$ cat src/rtl/mem_port_arbiter.sv
// mem_port_arbiter
// Shares one single-ported, fixed-latency RAM between instruction fetch (IF)
// and the MEM stage. Each access holds ram_en for LATENCY cycles, then the
// read data is registered and a one-cycle ready pulse goes back to the owner.
// When both sides are waiting, grants alternate so neither side is starved.
module mem_port_arbiter #(
    parameter int ADDR_W  = 32,
    parameter int DATA_W  = 32,
    parameter int LATENCY = 2      // RAM access cycles, 1..15
) (
    input  logic              clock,
    input  logic              reset,
    input  logic              if_req,
    input  logic [ADDR_W-1:0] if_addr,
    input  logic              mem_rd_req,
    input  logic              mem_wr_req,
    input  logic [ADDR_W-1:0] mem_addr,
    input  logic [DATA_W-1:0] data_in,
    input  logic [DATA_W-1:0] ram_rdata,
    output logic              ram_en,
    output logic              ram_we,
    output logic [ADDR_W-1:0] ram_addr,
    output logic [DATA_W-1:0] ram_wdata,
    output logic [DATA_W-1:0] if_rdata,
    output logic              if_ready,
    output logic [DATA_W-1:0] mem_rdata,
    output logic              mem_ready,
    output logic              stall_if,
    output logic              stall_mem
);

    typedef enum logic [1:0] {
        IDLE,
        BUSY_IF,
        BUSY_MEM
    } state_t;

    typedef enum logic {
        GRANT_IF,
        GRANT_MEM
    } side_t;

    // The access counter starts at LATENCY-1 and completes when it reaches zero
    localparam logic [3:0] CNT_INIT = 4'(LATENCY - 1);

    state_t            state, state_n;
    side_t             last_grant, last_grant_n;
    logic [3:0]        cnt, cnt_n;
    logic              ram_en_n, ram_we_n;
    logic [ADDR_W-1:0] ram_addr_n;
    logic [DATA_W-1:0] ram_wdata_n;
    logic [DATA_W-1:0] if_rdata_n, mem_rdata_n;
    logic              if_ready_n, mem_ready_n;

    logic              if_elig, mem_elig, grant_mem;

    // A side whose ready is pulsing this cycle has just been served, so its
    // still-high request is not a new one; on a tie the side not served last wins
    assign if_elig   = if_req & ~if_ready;
    assign mem_elig  = (mem_rd_req | mem_wr_req) & ~mem_ready;
    assign grant_mem = mem_elig & (~if_elig | (last_grant == GRANT_IF));

    assign stall_if  = if_req & ~if_ready;
    assign stall_mem = (mem_rd_req | mem_wr_req) & ~mem_ready;

    // Next-state and next-output logic for the access sequencer
    always_comb begin
        state_n      = state;
        last_grant_n = last_grant;
        cnt_n        = cnt;
        ram_en_n     = ram_en;
        ram_we_n     = ram_we;
        ram_addr_n   = ram_addr;
        ram_wdata_n  = ram_wdata;
        if_rdata_n   = if_rdata;
        mem_rdata_n  = mem_rdata;
        if_ready_n   = 1'b0;
        mem_ready_n  = 1'b0;

        case (state)
            IDLE: begin
                if (grant_mem) begin
                    state_n      = BUSY_MEM;
                    last_grant_n = GRANT_MEM;
                    cnt_n        = CNT_INIT;
                    ram_en_n     = 1'b1;
                    ram_addr_n   = mem_addr;
                    ram_we_n     = mem_wr_req;
                    if (mem_wr_req) begin
                        ram_wdata_n = data_in;
                    end
                end else if (if_elig) begin
                    state_n      = BUSY_IF;
                    last_grant_n = GRANT_IF;
                    cnt_n        = CNT_INIT;
                    ram_en_n     = 1'b1;
                    ram_addr_n   = if_addr;
                    ram_we_n     = 1'b0;
                end
            end

            BUSY_IF, BUSY_MEM: begin
                if (cnt == 4'd0) begin
                    state_n  = IDLE;
                    ram_en_n = 1'b0;
                    ram_we_n = 1'b0;
                    if (state == BUSY_IF) begin
                        if_rdata_n = ram_rdata;
                        if_ready_n = 1'b1;
                    end else begin
                        if (!ram_we) begin
                            mem_rdata_n = ram_rdata;
                        end
                        mem_ready_n = 1'b1;
                    end
                end else begin
                    cnt_n = cnt - 4'd1;
                end
            end

            default: begin
                state_n  = IDLE;
                ram_en_n = 1'b0;
                ram_we_n = 1'b0;
            end
        endcase
    end

    // State and registered outputs; a synchronous reset abandons any access
    always_ff @(posedge clock) begin
        if (!reset) begin
            state      <= IDLE;
            last_grant <= GRANT_IF;
            cnt        <= 4'd0;
            ram_en     <= 1'b0;
            ram_we     <= 1'b0;
            ram_addr   <= '0;
            ram_wdata  <= '0;
            if_rdata   <= '0;
            mem_rdata  <= '0;
            if_ready   <= 1'b0;
            mem_ready  <= 1'b0;
        end else begin
            state      <= state_n;
            last_grant <= last_grant_n;
            cnt        <= cnt_n;
            ram_en     <= ram_en_n;
            ram_we     <= ram_we_n;
            ram_addr   <= ram_addr_n;
            ram_wdata  <= ram_wdata_n;
            if_rdata   <= if_rdata_n;
            mem_rdata  <= mem_rdata_n;
            if_ready   <= if_ready_n;
            mem_ready  <= mem_ready_n;
        end
    end

endmodule

$ cat config.mk
export PLATFORM = sky130hd
export DESIGN_NAME = mem_port_arbiter
export DESIGN_NICKNAME = d
export VERILOG_FILES = /design/src/rtl/mem_port_arbiter.sv
export SDC_FILE = /design/constraint.sdc
export NUM_CORES = 1
export LEC_CHECK = 0
export BUFFER_PORTS_ARGS = -buffer_cell sky130_fd_sc_hd__buf_4
export CAP_MARGIN = 15
export CORE_MARGIN = 3
export CORE_UTILIZATION = 50
export DETAILED_ROUTE_END_ITERATION = 16
export PLACE_DENSITY_LB_ADDON = 0.3
export REMOVE_ABC_BUFFERS = 1
export SYNTH_ARGS = -nofsm -noshare
export SYNTH_HDL_FRONTEND = slang
export SYNTH_SLANG_ARGS = --single-unit
export TNS_END_PERCENT = 30
$ cat constraint.sdc
create_clock -name clock -period 4.7 [get_ports clock]
set_input_delay 0.235 -clock clock [delete_from_list [all_inputs] [get_ports clock]]
set_output_delay 0.235 -clock clock [all_outputs]
set_load 0.1 [all_outputs]
======== Word-level counts from Yosys, hierarchy flattened ========
Index checks and enable logic that the tools add are counted.
word-level totals
  flip-flop bits (word level) ............. 139
  output and inout port bits .............. 134
  logic and storage cells ................. 60
operators by class
  add/subtract/negate cells ............... 1
  eq/ne operators ......................... 5
  muxes and demuxes ....................... 20
  bitwise logic cells ..................... 11
  reduce and logical (&&, ||, !) cells .... 12
operators with widths
  operator                                              number
  two-way mux 32 bit                                    2
  two-way mux 4 bit                                     3
  AND reduction 3 bit                                   4
  two-way mux 1 bit                                     8
  one-hot mux 4 bit (2 select lines)                    1
  two-way mux 2 bit                                     3
  inverter 1 bit                                        6
  logical NOT 4 bit                                     1
  != test 2 bit (second input constant)                 2
  one-hot mux 1 bit (2 select lines)                    2
  one-hot mux 2 bit (2 select lines)                    1
  AND reduction 2 bit                                   2
  AND reduction 4 bit                                   1
  nonzero test 2 bit                                    2
  subtractor 4 x 1 -> 4 bit (second input constant)     1
  bitwise AND 1 bit                                     3
  != test 3 bit (second input constant)                 1
  equality test 2 x 1 -> 1 bit (second input constant)  1
  equality test 2 bit (second input constant)           1
  logical NOT 2 bit                                     1
  OR 1 bit                                              2
  OR reduction 2 bit                                    1

======== Longest topological paths before layout ========
  depth in word-level cells ............... 7
  mapped depth ............................ 9

======== Least setup slack after synthesis ========
Ideal clock, no wire load.
  kind .................................... register to register
  from .................................... register if_ready
  to ...................................... register ram_addr[10]
  setup time .............................. 0.075 ns
  data arrival time ....................... 2.439 ns
  slack ................................... 2.187 ns
  cell stages (with the launch flop) ...... 7
  buffers on the path ..................... 1
  period minus slack after synthesis ...... 2.513 ns
  path through ............................ dfxtp_1 -> nand2b_2 -> inv_1 -> a21oi_2 -> buf_2 -> nand2_1 -> a31oi_1
on the way
  cells in the longest elaborated chain, start to end .. 7
  elaborated cells on any way between the ends .. 8
RTL lines
  element                        RTL line  source
  start: declaration             25        output logic if_ready,
  start signal: assignment       153       if_ready <= if_ready_n;
  inverter 1 bit *               --
  bitwise AND 1 bit *            --
  named net stall_if             28        output logic stall_if,
  inverter 1 bit                 61        assign grant_mem = mem_elig & (~if_elig | (last_grant == GRANT_IF));
  OR 1 bit                       61
  bitwise AND 1 bit              61
  nonzero test 2 bit (no line)   --
  AND reduction 2 bit (no line)  --
  end signal: assignment         149       ram_addr <= ram_addr_n;
  end: declaration               22        output logic [ADDR_W-1:0] ram_addr,
The timed path passes the listed nets; every way through them passes the cells marked *.
A chain may end at the register's enable or synchronous reset.

======== Final worst setup path ========
  from .................................... register mem_ready
  to ...................................... register ram_addr[29]
on the way
  cells in the longest elaborated chain, start to end .. 5
  elaborated cells on any way between the ends .. 6
RTL lines
  element                        RTL line  source
  start: declaration             27        output logic mem_ready,
  start signal: assignment       154       mem_ready <= mem_ready_n;
  inverter 1 bit *               60        assign mem_elig = (mem_rd_req | mem_wr_req) & ~mem_ready;
  bitwise AND 1 bit *            60
  bitwise AND 1 bit *            61
  nonzero test 2 bit (no line)   --
  AND reduction 2 bit (no line)  --
Mark *: on every way between the ends. The rest lies on a longest branch, timed or not.

==> impl_metrics.json <==
{
  "path_buf_inv": 2,
  "synth-xor-area-share_pct": 0,
  "slowest_delay_ns": 0.82,
  "cts_tree": "yes",
  "synth_edf_count": 0,
  "grt_max_degree": 144,
  "synth.yosys.warnings": 0,
  "viasPerCell": 5.425,
  "max_freq_mhz": 382.1,
  "clk_latency_ns": 0.53,
  "start_util_pct": 52.55,
  "seq_power_share_pct": 22.8,
  "startpoint_type": "flip-flop",
  "muxShareOfSynthArea_pct": 0.1805,
  "worstPathMaxFanout": 33,
  "worst_pin_slew_ns": 1.179,
  "hold_slack_ns": 0.01434,
  "overflow": 0,
  "ys.flop_type": "dfxtp_1",
  "dieArea_sq_mm": 0.01239,
  "syn2layout_area_growth_pct": 69.41,
  "outcome": "finished, final reports clean",
  "worstSetupEndpointType": "flip-flop",
  "clock_sinks": 139,
  "path_cells": "o21bai_4, inv_1, nand2_1, nand2_1, a31oi_1, dlygate4sd3_1",
  "synth.area.top_cells": "dfxtp_1, nand2_1, a21boi_1",
  "period_needed_ns": 2.617,
  "path_clk_slew_ns": 0.06,
  "final.period_utilization_pct": 55.68,
  "antenna_found_initial": 0,
  "grt_pass1_wl_mm": 33.41,
  "root_buffer": "clkbuf_8",
  "io_buffer_count": 266,
  "detail-route-antenna-nets": 0,
  "maxCapViolCount": 0,
  "grt_pass1_vias": 6840,
  "layout.nets": 1171,
  "power.leakage_nw": 4.160,
  "p_int_mw": 3.504,
  "async_flop_share_pct": 0,
  "yosys.area_share.simple_pct": 21.16,
  "relSlewSlack_pct": 21.42,
  "hp-class": "in2reg",
  "crit_required_ns": 5.17,
  "netlist_instances": 670,
  "drt_pass1_iterations": 6,
  "netlist_top_cells_count": "nand2_1, dfxtp_1, a21boi_1",
  "drv_slew": 0,
  "yosys_register_bits": 139,
  "die_w_microns": 111.3,
  "power.share.combinational_pct": 59.8,
  "drt_iter0_markers": 509,
  "synth_compound_area_share_pct": 22.31,
  "track_usage_pct": 33.13,
  "ios": 267,
  "setup_violations": 0,
  "wl_per_cell_microns": 17.69,
  "vias": 6418,
  "switchingPower_mw": 4.283,
  "seq_area_frac_synth_pct": 50.17,
  "cts_buffers": 17,
  "coreArea_sq_mm": 0.01056,
  "htreeDepth": 4,
  "met1_usage_pct": 33.13,
  "nFillCells": 432,
  "grt.busiest_layer": "met2",
  "die_y_microns": 111.3,
  "finClkSkew_ns": 0.008025,
  "synth.largest_area_cell": "dfxtp_1",
  "critPathKind": "reg2reg",
  "drive_gt1_share_pct": 29.80,
  "grtUsageMet3_pct": 10.37,
  "critPathTopFamily": "simple AND/OR/NAND/NOR gates",
  "switching_share_pct": 55.00,
  "slowest_stage": "nand2_1",
  "gp_congestion": 0.8185,
  "place_hpwl_mm": 11.48,
  "syn_area_sq_mm": 0.005547,
  "finalWirelength_mm": 20.92,
  "ir_drop_mv": 0.8613,
  "rsz0062_at_grt": "no",
  "power.density_mw_per_mm2": 828.6,
  "critPathArrivalTime_ns": 3.09,
  "syn_avg_cell_area_sq_um": 8.278,
  "yosysMostFrequentCell": "nand2_1",
  "fp-row-count": 37,
  "cts_max_path_buffers": 2,
  "cpMostUsedCell": "nand2_1",
  "synthAdderAreaFrac_pct": 0.9023,
  "antenna_cells": 0,
  "synth_top_family_by_area": "compound AO/OA/AOI/OAI gates",
  "drc": 0,
  "hold_viol": 0,
  "p_clk_share_pct": 17.4,
  "post_cts_buffers": 0,
  "use_met2_pct": 60.55,
  "netlist.area_leader.share_pct": 50.17,
  "tns_ns": 0,
  "ys_types": 38
}
routing by layer:
metal | part of all wire (%) | up-vias
met5 | 0 | -
met4 | 5.5 | 0
met3 | 7.8 | 100
met2 | 52 | 356
met1 | 35 | 3013
li1 | - | 2949
cells by family after synthesis:
group                    count (synthesis)
buffers and inverters                   60
AND/OR/NAND/NOR                        290
multiplexers                             1
flip-flops                             139
AO/OA/AOI/OAI                          176
adder cells (fa/ha/maj)                  4
per-stage QoR:
step | area (sq um) | setup WS (ns) | power (mW) | cells | util (%)
2_1_floorplan | 5288 | 1.101 | 5.044 | 619 | -
3_3_place_gp | 7495 | 2.288 | 5.953 | 1024 | 71.01
3_5_place_dp | 7495 | 2.151 | 6.043 | 1024 | 71.01
4_1_cts | 9339 | 2.103 | 7.633 | 1180 | 88.48
5_1_grt | 9397 | 1.963 | 8.059 | 1183 | 89.02
6_report | 9397 | 2.083 | 7.786 | 1183 | 89.02
registers in the layout, summed over array words and instances (netlist names):
name        cells
cnt             4
if_rdata       32
if_ready        1
last_grant      1
mem_rdata      32
mem_ready       1
ram_addr       32
ram_en          1
ram_wdata      32
ram_we          1
state           2
worst reg2reg max path: stages, from the launching register on:
cell           delay [ns]
dfxtp_1              0.37
o21bai_4             0.21
inv_1                0.10
nand2_1              0.82
nand2_1              0.24
a31oi_1              0.26
dlygate4sd3_1        0.57
final cells by class:
cell class                 count  area, sq um  area share, %
clock buffer                  22        462.9          4.927
timing repair buffer         396         3318          35.31
inverter                       9        33.78         0.3595
tap                          136        170.2          1.811
multi-input combinational    471         2489          26.48
clock inverter                10        140.1          1.491
sequential                   139         2783          29.61
path summary, 6_finish.rpt:
kind           startpoint             to  slack (ns)  cells past startpoint
max             mem_ready   ram_addr[29]        2.08                      6
min           data_in[13]  ram_wdata[13]        0.01                      3
max reg2reg     mem_ready   ram_addr[29]        2.08                      6
min reg2reg  if_rdata[14]   if_rdata[14]        0.45                      2
placed cells by master (no fill, tap or decap), types with 2 or more instances in the layout:
master         count
buf_4            269
nand2_1          267
dfxtp_1          139
dlygate4sd3_1    124
a21boi_1          74
o21ai_0           33
a31oi_1           33
a21boi_0          26
clkbuf_16         16
inv_1              9
ha_1               4
clkbuf_8           4
nand3b_1           3
o22ai_1            3
nand2b_1           3
clkinvlp_4         3
bufinv_16          3
or3_1              2
nor2b_1            2
clkbuf_1           2
clkinv_4           2
clkinv_2           2
buf_8              2
power by group through the flow:
stage | clock (mW) | combinational, mW | sequential [mW]
global route | 1.41 | 4.84 | 1.81
CTS | 1.36 | 4.53 | 1.75
detailed placement | 0 | 4.28 | 1.77
finish | 1.35 | 4.66 | 1.77
global placement | 0 | 4.21 | 1.74
floorplan | 0 | 0.936 | 4.11
what timing repair did:
action,4_1_cts,5_1_grt
hold buffers,124,0
hold endpoints to repair,126,0
gates resized for setup,0,0
Power figures use the tool's default switching activity.
